<file path="config.mk">
export PLATFORM = sky130hd
export DESIGN_NAME = count_sequencer_flat
export DESIGN_NICKNAME = d
export VERILOG_FILES = /design/src/rtl/count_sequencer_if.sv /design/src/rtl/count_sequencer.sv /design/src/flat_wrapper.sv
export SDC_FILE = /design/constraint.sdc
export NUM_CORES = 1
export LEC_CHECK = 0
export BUFFER_PORTS_ARGS = -buffer_cell sky130_fd_sc_hd__buf_4
export CAP_MARGIN = 20
export CORE_UTILIZATION = 51
export CTS_CLUSTER_DIAMETER = 80
export DETAILED_ROUTE_END_ITERATION = 10
export GPL_TIMING_DRIVEN = 0
export MAX_ROUTING_LAYER = met4
export PLACE_DENSITY = 0.84
export SLEW_MARGIN = 25
export SYNTH_ARGS = -nofsm -noshare
export SYNTH_HDL_FRONTEND = slang
export SYNTH_SLANG_ARGS = --single-unit
</file>
<file path="constraint.sdc">
create_clock -name clk_i -period 2.09 [get_ports clk_i]
set_input_delay 0.1045 -clock clk_i [delete_from_list [all_inputs] [get_ports clk_i]]
set_output_delay 0.1045 -clock clk_i [all_outputs]
set_load 0.02 [all_outputs]
</file>
<file path="src/rtl/count_sequencer_if.sv">
// Control and status bundle for count_sequencer.
// The master drives the run controls; the slave (the sequencer) drives the count status.
interface count_sequencer_if #(
    parameter int unsigned WIDTH = 6
);
    logic             start;
    logic             pause;
    logic             tick;
    logic             dir;
    logic [WIDTH-1:0] start_val;
    logic [WIDTH-1:0] stop_val;
    logic [WIDTH-1:0] count;
    logic             busy;
    logic             match;
    logic             done;

    modport master (
        output start, pause, tick, dir, start_val, stop_val,
        input  count, busy, match, done
    );

    modport slave (
        input  start, pause, tick, dir, start_val, stop_val,
        output count, busy, match, done
    );
endinterface

</file>
<file path="src/rtl/count_sequencer.sv">
// Up/down run counter: counts from a latched start value toward a latched stop value.
// It supports pause and tick gating, and emits a one-cycle done pulse on reaching the stop value.
module count_sequencer #(
    parameter int unsigned WIDTH = 6
) (
    input logic              clk_i,
    input logic              rst_i,
    count_sequencer_if.slave bus
);
    typedef enum logic [1:0] {StIdle, StRun, StPause, StDone} state_e;

    state_e           state_q, state_d;
    logic [WIDTH-1:0] count_q, count_d;
    logic [WIDTH-1:0] stop_q,  stop_d;
    logic             dir_q,   dir_d;
    logic             match;

    // Match is only meaningful while actively running.
    assign match = (state_q == StRun) && (count_q == stop_q);

    always_comb begin
        state_d = state_q;
        count_d = count_q;
        stop_d  = stop_q;
        dir_d   = dir_q;
        unique case (state_q)
            StIdle: begin
                if (bus.start) begin
                    count_d = bus.start_val;
                    stop_d  = bus.stop_val;
                    dir_d   = bus.dir;
                    state_d = StRun;
                end
            end
            StRun: begin
                if (match) begin
                    state_d = StDone;
                end else if (bus.pause) begin
                    state_d = StPause;
                end else if (bus.tick) begin
                    count_d = dir_q ? count_q + 1'b1 : count_q - 1'b1;
                end
            end
            StPause: begin
                if (!bus.pause) begin
                    state_d = StRun;
                end
            end
            StDone: begin
                state_d = StIdle;
            end
            default: begin
                state_d = StIdle;
            end
        endcase
    end

    always_ff @(posedge clk_i) begin
        if (rst_i) begin
            state_q <= StIdle;
            count_q <= '0;
            stop_q  <= '0;
            dir_q   <= 1'b1;
        end else begin
            state_q <= state_d;
            count_q <= count_d;
            stop_q  <= stop_d;
            dir_q   <= dir_d;
        end
    end

    assign bus.count = count_q;
    assign bus.busy  = (state_q == StRun) || (state_q == StPause);
    assign bus.match = match;
    assign bus.done  = (state_q == StDone);
endmodule

</file>
<file path="src/flat_wrapper.sv">
// flat-port wrapper written by rule: the top's interface ports become plain ports
module count_sequencer_flat 
#(
    parameter int unsigned WIDTH = 6
)
  (clk_i, rst_i, bus_start, bus_pause, bus_tick, bus_dir, bus_start_val, bus_stop_val, bus_count, bus_busy, bus_match, bus_done);
  count_sequencer_if #(.WIDTH(WIDTH)) bus_i ();
  input logic clk_i;
  input logic rst_i;
  input wire logic [$bits(bus_i.start)-1:0] bus_start;
  input wire logic [$bits(bus_i.pause)-1:0] bus_pause;
  input wire logic [$bits(bus_i.tick)-1:0] bus_tick;
  input wire logic [$bits(bus_i.dir)-1:0] bus_dir;
  input wire logic [$bits(bus_i.start_val)-1:0] bus_start_val;
  input wire logic [$bits(bus_i.stop_val)-1:0] bus_stop_val;
  output wire logic [$bits(bus_i.count)-1:0] bus_count;
  output wire logic [$bits(bus_i.busy)-1:0] bus_busy;
  output wire logic [$bits(bus_i.match)-1:0] bus_match;
  output wire logic [$bits(bus_i.done)-1:0] bus_done;
  assign bus_i.start = bus_start;
  assign bus_i.pause = bus_pause;
  assign bus_i.tick = bus_tick;
  assign bus_i.dir = bus_dir;
  assign bus_i.start_val = bus_start_val;
  assign bus_i.stop_val = bus_stop_val;
  assign bus_count = bus_i.count;
  assign bus_busy = bus_i.busy;
  assign bus_match = bus_i.match;
  assign bus_done = bus_i.done;
  count_sequencer #(.WIDTH(WIDTH)) u_core (.clk_i(clk_i), .rst_i(rst_i), .bus(bus_i));
endmodule
</file>
## Word level (Yosys, flattened, before mapping)

Index checks and enable logic that the tools add are counted.

| storage, ports and cells | value |
|---|---|
| bits in registers | 15 |
| bits of input ports | 18 |
| logic and storage cells | 34 |

| operators by class | value |
|---|---|
| add/subtract/negate cells | 2 |
| eq/ne operators | 10 |
| multiplexer cells | 11 |
| reduce and logical (&&, ||, !) cells | 7 |

Operators by type and width:

| kind | count |
|---|---|
| 2-to-1 mux 6 bit | 5 |
| one-hot mux 6 bit (2 select lines) | 1 |
| inequality test 2 bit, second input constant | 5 |
| 2-to-1 mux 2 bit | 4 |
| one-hot mux 2 bit (4 select lines) | 1 |
| adder 6 x 1 -> 6 bit, second input constant | 1 |
| == test 6 bit | 1 |
| subtractor 6 x 1 -> 6 bit, second input constant | 1 |
| AND reduction 5 bit | 1 |
| == test 2 bit, second input constant | 2 |
| inequality test 3 bit, second input constant | 1 |
| AND reduction 3 bit | 1 |
| == test 2 x 1 -> 1 bit, second input constant | 1 |
| zero test 2 bit | 1 |
| AND reduction 2 bit | 1 |
| nonzero test 2 bit | 1 |
| logical AND 1 bit | 1 |
| logical OR 1 bit | 1 |

## Logic depth before layout (Yosys ltp)

Gate-level depths: netlist (run 1).

| depth | value |
|---|---|
| word-level depth | 6 |
| depth in mapped cells | 9 |
| gate-level depth less buffers | 7 |

## Least setup slack after synthesis (run 1)

OpenSTA, ideal clock, no wires.

| path | value |
|---|---|
| path type | reg2reg |
| start point | reg u_core.count_q[0], in the netlist u_core.bus.count[0] |
| end point | reg u_core.count_q[4], in the netlist u_core.bus.count[4] |
| arrival | 1629 ps |
| required time | 2004 ps |
| setup slack | 376 ps |
| cell stages (with the launch flop) | 7 |
| buffers on the path | 0 |
| period minus slack after synthesis | 1714 ps |
| cell sequence | dfxtp_1 -> fa_1 -> a21o_1 -> a21oi_1 -> xnor2_1 -> mux2i_1 -> a211oi_1 |

| on the way | value |
|---|---|
| cells in the longest elaborated chain, start to end | 6 |
| elaborated cells between the ends (all ways) | 11 |
| those cells by class | 2 x add/sub; 2 x eq/ne; 5 x mux; 2 x reduce/logical |

RTL lines:

| what | RTL line | RTL |
|---|---|---|
| start, declared | count_sequencer.sv:13 | `logic [WIDTH-1:0] count_q, count_d;` |
| start signal, assigned | count_sequencer.sv:66 | `count_q <= count_d;` |
| subtractor 6 x 1 -> 6 bit / adder 6 x 1 -> 6 bit (equally long branches) | count_sequencer.sv:41 | `count_d = dir_q ? count_q + 1'b1 : count_q - 1'b1;` |
| 2-to-1 mux 6 bit | count_sequencer.sv:41 |  |
| 2-to-1 mux 6 bit | count_sequencer.sv:40 | `end else if (bus.tick) begin` |
| 2-to-1 mux 6 bit | count_sequencer.sv:38 | `end else if (bus.pause) begin` |
| 2-to-1 mux 6 bit | count_sequencer.sv:36 | `if (match) begin` |
| one-hot mux 6 bit (2 select lines) | count_sequencer.sv:26 | `unique case (state_q)` |

Parallel ways exist; a longest one is shown, timed or not. The select of a mux whose other input is x is not followed.
A chain may end at the register's enable or synchronous reset.

## Worst setup path in the final report (run 1)

| path | value |
|---|---|
| start point | reg u_core.dir_q |
| end point | reg u_core.count_q[5], in the netlist u_core.bus.count[5] |

| on the way | value |
|---|---|
| cells in the longest elaborated chain, start to end | 5 |

RTL lines:

| what | RTL line | RTL |
|---|---|---|
| start, declared | count_sequencer.sv:15 | `logic dir_q, dir_d;` |
| start signal, assigned | count_sequencer.sv:68 | `dir_q <= dir_d;` |
| 2-to-1 mux 6 bit | count_sequencer.sv:41 |  |
| 2-to-1 mux 6 bit | count_sequencer.sv:40 |  |
| 2-to-1 mux 6 bit | count_sequencer.sv:38 |  |
| 2-to-1 mux 6 bit | count_sequencer.sv:36 |  |
| one-hot mux 6 bit (2 select lines) | count_sequencer.sv:26 |  |

No other way between the ends. The select of a mux whose other input is x is not followed.

==> flow_summary.json, run 1 <==
{
  "outcome": "finished clean",
  "drc": 0,
  "ff_latch_area_um2": 300,
  "finalNonFillerCells": 166,
  "first_iter_violations": 7,
  "die_w_um": 46.2,
  "ctsHoldBuffers": 0,
  "cp_top_family": "compound AO/OA/AOI/OAI gates",
  "grt_max_degree": 11,
  "synthArstFlopShare_pct": 0,
  "cts_setup_buffers": 0,
  "layout-drive-gt1-share_pct": 28.4,
  "hp-class": "input pin to flop",
  "post-route-period-util_pct": 89.1,
  "rows": 15,
  "criticalPathCategory": "flop to flop",
  "dieHeight_um": 46.2,
  "max_slew.worst_pin.slew_ns": 0.478,
  "cts_max_level": 1,
  "syn_area_um2": 998,
  "ctsResizeCount": 0,
  "cp.arrival_ns": 2.08,
  "start_kind": "flop",
  "wl_met1_um": 898,
  "finalSetupViolCount": 0,
  "timing.hold.ws_ns": 0.0193,
  "synth_nets": 140,
  "hold_violations": 0,
  "max_freq_mhz": 537,
  "design.die.area_mm2": 0.00214,
  "routed_wl_um": 2130,
  "yosysUniqueCellTypes": 31,
  "ys_top_cells_by_count": "15 x dfxtp_1, 14 x a21oi_1, 10 x xnor2_1, 9 x ha_1, 9 x nand2_1",
  "p_sw_mw": 0.773,
  "synthTopCellsByArea": "dfxtp_1 30%, ha_1 11%, xnor2_1 8.8%",
  "tns_ns": 0,
  "grt_pass1_wl_um": 3460,
  "cp_data_required_time_ns": 2.30,
  "p_int_mw": 0.958,
  "root_buffer": "clkbuf_4",
  "dp_cells": 162,
  "num_vias": 895,
  "antenna_found_initial": 0,
  "dr_wl_met3_um": 100,
  "power_switching_share_pct": 44.7,
  "clockBufferDepth": 2,
  "synth_most_common_cell": "dfxtp_1",
  "grt_overflow": 0,
  "pwr-share-clk_pct": 10.0,
  "cp_slowest_cell": "dfxtp_1",
  "avgSynthCellArea_um2": 8.91,
  "crit_chain": "inv_1, ha_1, a21o_1, a21oi_1, and3_1, o21ai_0, a311oi_2",
  "maxCapViolations": 0,
  "clock-sinks": 15,
  "wl_per_cell_um": 12.8,
  "crit_fanout": 5,
  "yosys.area.top_type": "dfxtp_1",
  "p_leak_nw": 0.564,
  "antenna_left": 0,
  "diodes": 0,
  "p_comb_share_pct": 61.8,
  "cp_slowest_stage_delay_ns": 0.38,
  "p_seq_share_pct": 28.2,
  "cp_num_buf_inv": 1,
  "io_pins": 27,
  "synthCells": 112,
  "period_minus_slack_ns": 1.86,
  "fillCellCount": 151,
  "cts_buffers": 3,
  "dr.max_layer_used": "met4",
  "clk_latency_ns": 0.29,
  "fin_nets": 170,
  "power_density_mw_per_mm2": 1390,
  "synth_warnings": 0,
  "area_growth_pct": 24.6,
  "ys_ff_latch": 15,
  "place.gp.congestion": 0.866,
  "p_total_mw": 1.73,
  "drv_slew": 0,
  "yosysSeqAreaShare_pct": 30.1,
  "clk_pin_slew_ns": 0.09,
  "hpwl_um": 1690,
  "clock_skew_ns": 0.00194,
  "multiInputGateArea_um2": 646,
  "firstDrtPassIters": 4,
  "synth_edf_count": 0,
  "grt_pass1_vias": 838,
  "rsz0062_at_grt": "no",
  "avgViaCountPerCell": 5.39,
  "synthDominantCellAreaShare_pct": 30.1,
  "cts_tree": "done",
  "endpoint_kind": "flop",
  "ir_drop_uv": 728,
  "coreArea_mm2": 0.00178,
  "initial_utilization_pct": 56.0,
  "port_buffers": 25,
  "wl_met2_um": 1110,
  "synth_top_flop_cell": "dfxtp_1",
  "grt_usage_pct": 23.7,
  "slew-limit-headroom_pct": 68.1
}
-- flip-flops by register name (all words and copies together), names as in the netlist --
name,count
u_core.dir_q,1
u_core.stop_q,6
u_core.state_q,2
u_core.bus.count,6
-- power groups by stage --
stage / Combinational, mW / Sequential, mW / Clock, mW
floorplan: 0.772 / 0.525 / 0
global placement: 1.04 / 0.489 / 0
detailed placement: 1.07 / 0.495 / 0
CTS: 1.07 / 0.489 / 0.181
global route: 1.18 / 0.501 / 0.196
finish: 1.07 / 0.488 / 0.173
-- layer usage --
layer	vias up	track usage [%]
met5	-	-
met4	0	8.82
met3	3	5.88
met2	24	40.0
met1	420	26.7
li1	448	-
-- through the flow --
step	cell area, um^2	setup WS, ns	util (%)
2_1_floorplan	998	0.376	-
3_3_place_gp	1220	0.327	68.3
3_5_place_dp	1220	0.265	68.3
4_1_cts	1240	0.238	69.8
5_1_grt	1240	0.0819	69.8
6_report	1240	0.228	69.8
-- cells by family (layout without fill, tap and decap cells) --
| logic type | Yosys count | after routing | synth area share [%] |
|---|---|---|---|
| mux | 5 | 5 | 5.01 |
| compound gates | 29 | 29 | 20.0 |
| flops | 15 | 15 | 30.1 |
| xor+xnor | 10 | 10 | 8.77 |
| simple gates | 34 | 34 | 17.5 |
| buf+inv | 9 | 38 | 5.26 |
| fa+ha+maj | 10 | 10 | 13.3 |
-- cell usage in the layout (no fill, tap or decap), drive strengths merged, types with 2 or more instances in the layout --
master  count
nand3       7
nand2b      4
xnor2      10
inv         4
clkbuf      5
buf        29
and3        2
nor2        8
a311oi      2
o21ai       2
dfxtp      15
mux2i       5
a211oi      4
a21o        3
nand2       9
ha          9
nand4       2
a21oi      14
-- layout make-up --
cell class / count / area share (%)
repair buffers: 25 / 15.1
multi-input cells: 88 / 51.9
flip-flops and latches: 15 / 24.1
well taps: 25 / 2.52
clock buffers: 4 / 2.11
inverters: 4 / 1.21
plain buffers: 5 / 3.02
-- worst paths after layout --
kind	slack, ns	start	endpoint	cells after the start
max	0.23	u_core.dir_q	u_core.bus.count[5]	7
min	0.02	rst_i	u_core.bus.count[5]	2
max reg2reg	0.23	u_core.dir_q	u_core.bus.count[5]	7
min reg2reg	0.47	u_core.stop_q[4]	u_core.stop_q[4]	2
(Power assumes the default switching activity.)
==> run 2: changes to the inputs <==
- RECOVER_POWER: unset -> 100
==> run 2 against run 1 <==
Die area is the same. Core utilization fell by 2.6 points. Via count rose by 0.78%. Routed wire length decreased by 0.75%. Setup slack got worse by 0.00091 ns. Final area is 3.7% lower. Sequential share of layout area is 0.93 points higher. Fmax is essentially flat. Hold slack better by 0.0010 ns. Clock power about the same.
==> flow_summary.json, run 2 (synthesized netlist as in run 1, its figures left out) <==
{
  "crit_chain": "inv_1, ha_1, a21o_1, a21oi_1, and3_1, o21ai_0, a311oi_2",
  "layout-drive-gt1-share_pct": 20.6,
  "period_minus_slack_ns": 1.86,
  "cts_max_level": 1,
  "place.gp.congestion": 0.866,
  "diodes": 0,
  "clk_latency_ns": 0.29,
  "grt_pass1_vias": 838,
  "place_ws_ns": 0.265,
  "die_w_um": 46.2,
  "grt_use_met1_pct": 26.7,
  "cp.arrival_ns": 2.08,
  "grt_usage_pct": 23.7,
  "maxCapViolations": 0,
  "met3_usage_pct": 5.88,
  "routed_wl_um": 2120,
  "cp_slowest_stage_delay_ns": 0.38,
  "grt_pass1_wl_um": 3460,
  "num_vias": 902,
  "cts_buffers": 3,
  "cp_slowest_cell": "dfxtp_1",
  "ctsResizeCount": 0,
  "hpwl_um": 1690,
  "criticalPathCategory": "flop to flop",
  "grt_max_degree": 11,
  "root_buffer": "clkbuf_4",
  "slew-limit-headroom_pct": 68.1,
  "worst_slack_ns": 0.228,
  "cts_setup_buffers": 0,
  "max_slew.worst_pin.slew_ns": 0.479,
  "first_iter_violations": 7,
  "ctsHoldBuffers": 0,
  "met2_usage_pct": 40.0,
  "clock_skew_ns": 0.00184,
  "ir_drop_uv": 703,
  "cp_data_required_time_ns": 2.30,
  "cp_top_family": "compound AO/OA/AOI/OAI gates",
  "post-route-period-util_pct": 89.1,
  "rsz0062_at_grt": "no",
  "antenna_found_initial": 0,
  "firstDrtPassIters": 4,
  "outcome": "finished clean",
  "clock-sinks": 15,
  "p_leak_nw": 0.520,
  "hp-class": "input pin to flop",
  "tns_ns": 0,
  "area_growth_pct": 19.9,
  "clockBufferDepth": 2,
  "fillCellCount": 162,
  "wl_per_cell_um": 12.7,
  "avgViaCountPerCell": 5.43,
  "coreArea_mm2": 0.00178,
  "final_common_cell": "buf_4",
  "power_density_mw_per_mm2": 1380,
  "cp_num_buf_inv": 1,
  "antenna_left": 0,
  "grt-busiest-layer": "met2",
  "hold_violations": 0,
  "port_buffers": 25,
  "endpoint_kind": "flop",
  "drc": 0,
  "max_freq_mhz": 537,
  "start_kind": "flop",
  "io_pins": 27,
  "finalSetupViolCount": 0,
  "drv_slew": 0,
  "dieHeight_um": 46.2,
  "fin_nets": 170,
  "rows": 15,
  "design.die.area_mm2": 0.00214,
  "crit_fanout": 5,
  "grt_overflow": 0,
  "initial_utilization_pct": 56.0,
  "mostFrequentLayoutCells": "17 x buf_4, 15 x dfxtp_1, 14 x a21oi_1",
  "clk_pin_slew_ns": 0.09,
  "cts_tree": "done"
}
run 2: final timing paths:
| kind | start | end | depth (start not counted) | slack [ns] |
|---|---|---|---|---|
| setup reg to reg | u_core.dir_q | u_core.bus.count[5] | 7 | 0.23 |
| setup / recovery | u_core.dir_q | u_core.bus.count[5] | 7 | 0.23 |
| hold reg to reg | u_core.stop_q[4] | u_core.stop_q[4] | 2 | 0.47 |
| hold / removal | rst_i | u_core.bus.count[5] | 2 | 0.02 |
run 2: area by class of cell:
type | instances | area [um^2] | share of cell area, %
Sequential cell | 15 | 300 | 25.1
Timing Repair Buffer | 25 | 154 | 12.9
Tap cell | 25 | 31.3 | 2.61
Inverter | 4 | 15.0 | 1.25
Buffer | 5 | 37.5 | 3.13
Multi-Input combinational cell | 88 | 633 | 52.9
Clock buffer | 4 | 26.3 | 2.19
run 2: worst reg2reg max path, stage by stage (launching register included):
cell,delay (ns)
dfxtp_1,0.38
inv_1,0.13
ha_1,0.36
a21o_1,0.20
a21oi_1,0.20
and3_1,0.18
o21ai_0,0.09
a311oi_2,0.25
run 2: layer usage:
metal / vias to the layer above / wire length [um]
met5: - / 0
met4: 0 / 34
met3: 7 / 121
met2: 30 / 1090
met1: 417 / 869
li1: 448 / -
run 2: metrics by stage:
stage          util (%)  total power, mW  area (um^2)  hold slack, ns  cells
2_1_floorplan         -             1.30          998           0.172    112
3_3_place_gp       68.3             1.52         1220           0.332    162
3_5_place_dp       68.3             1.57         1220           0.335    162
4_1_cts            69.8             1.74         1240          0.0105    166
5_1_grt            67.2             1.80         1200         0.00910    166
6_report           67.2             1.65         1200          0.0203    166
run 2: report_power, final:
group          internal (mW)  switching [mW]
logic                  0.441           0.550
clock network         0.0743          0.0985
registers              0.374           0.111
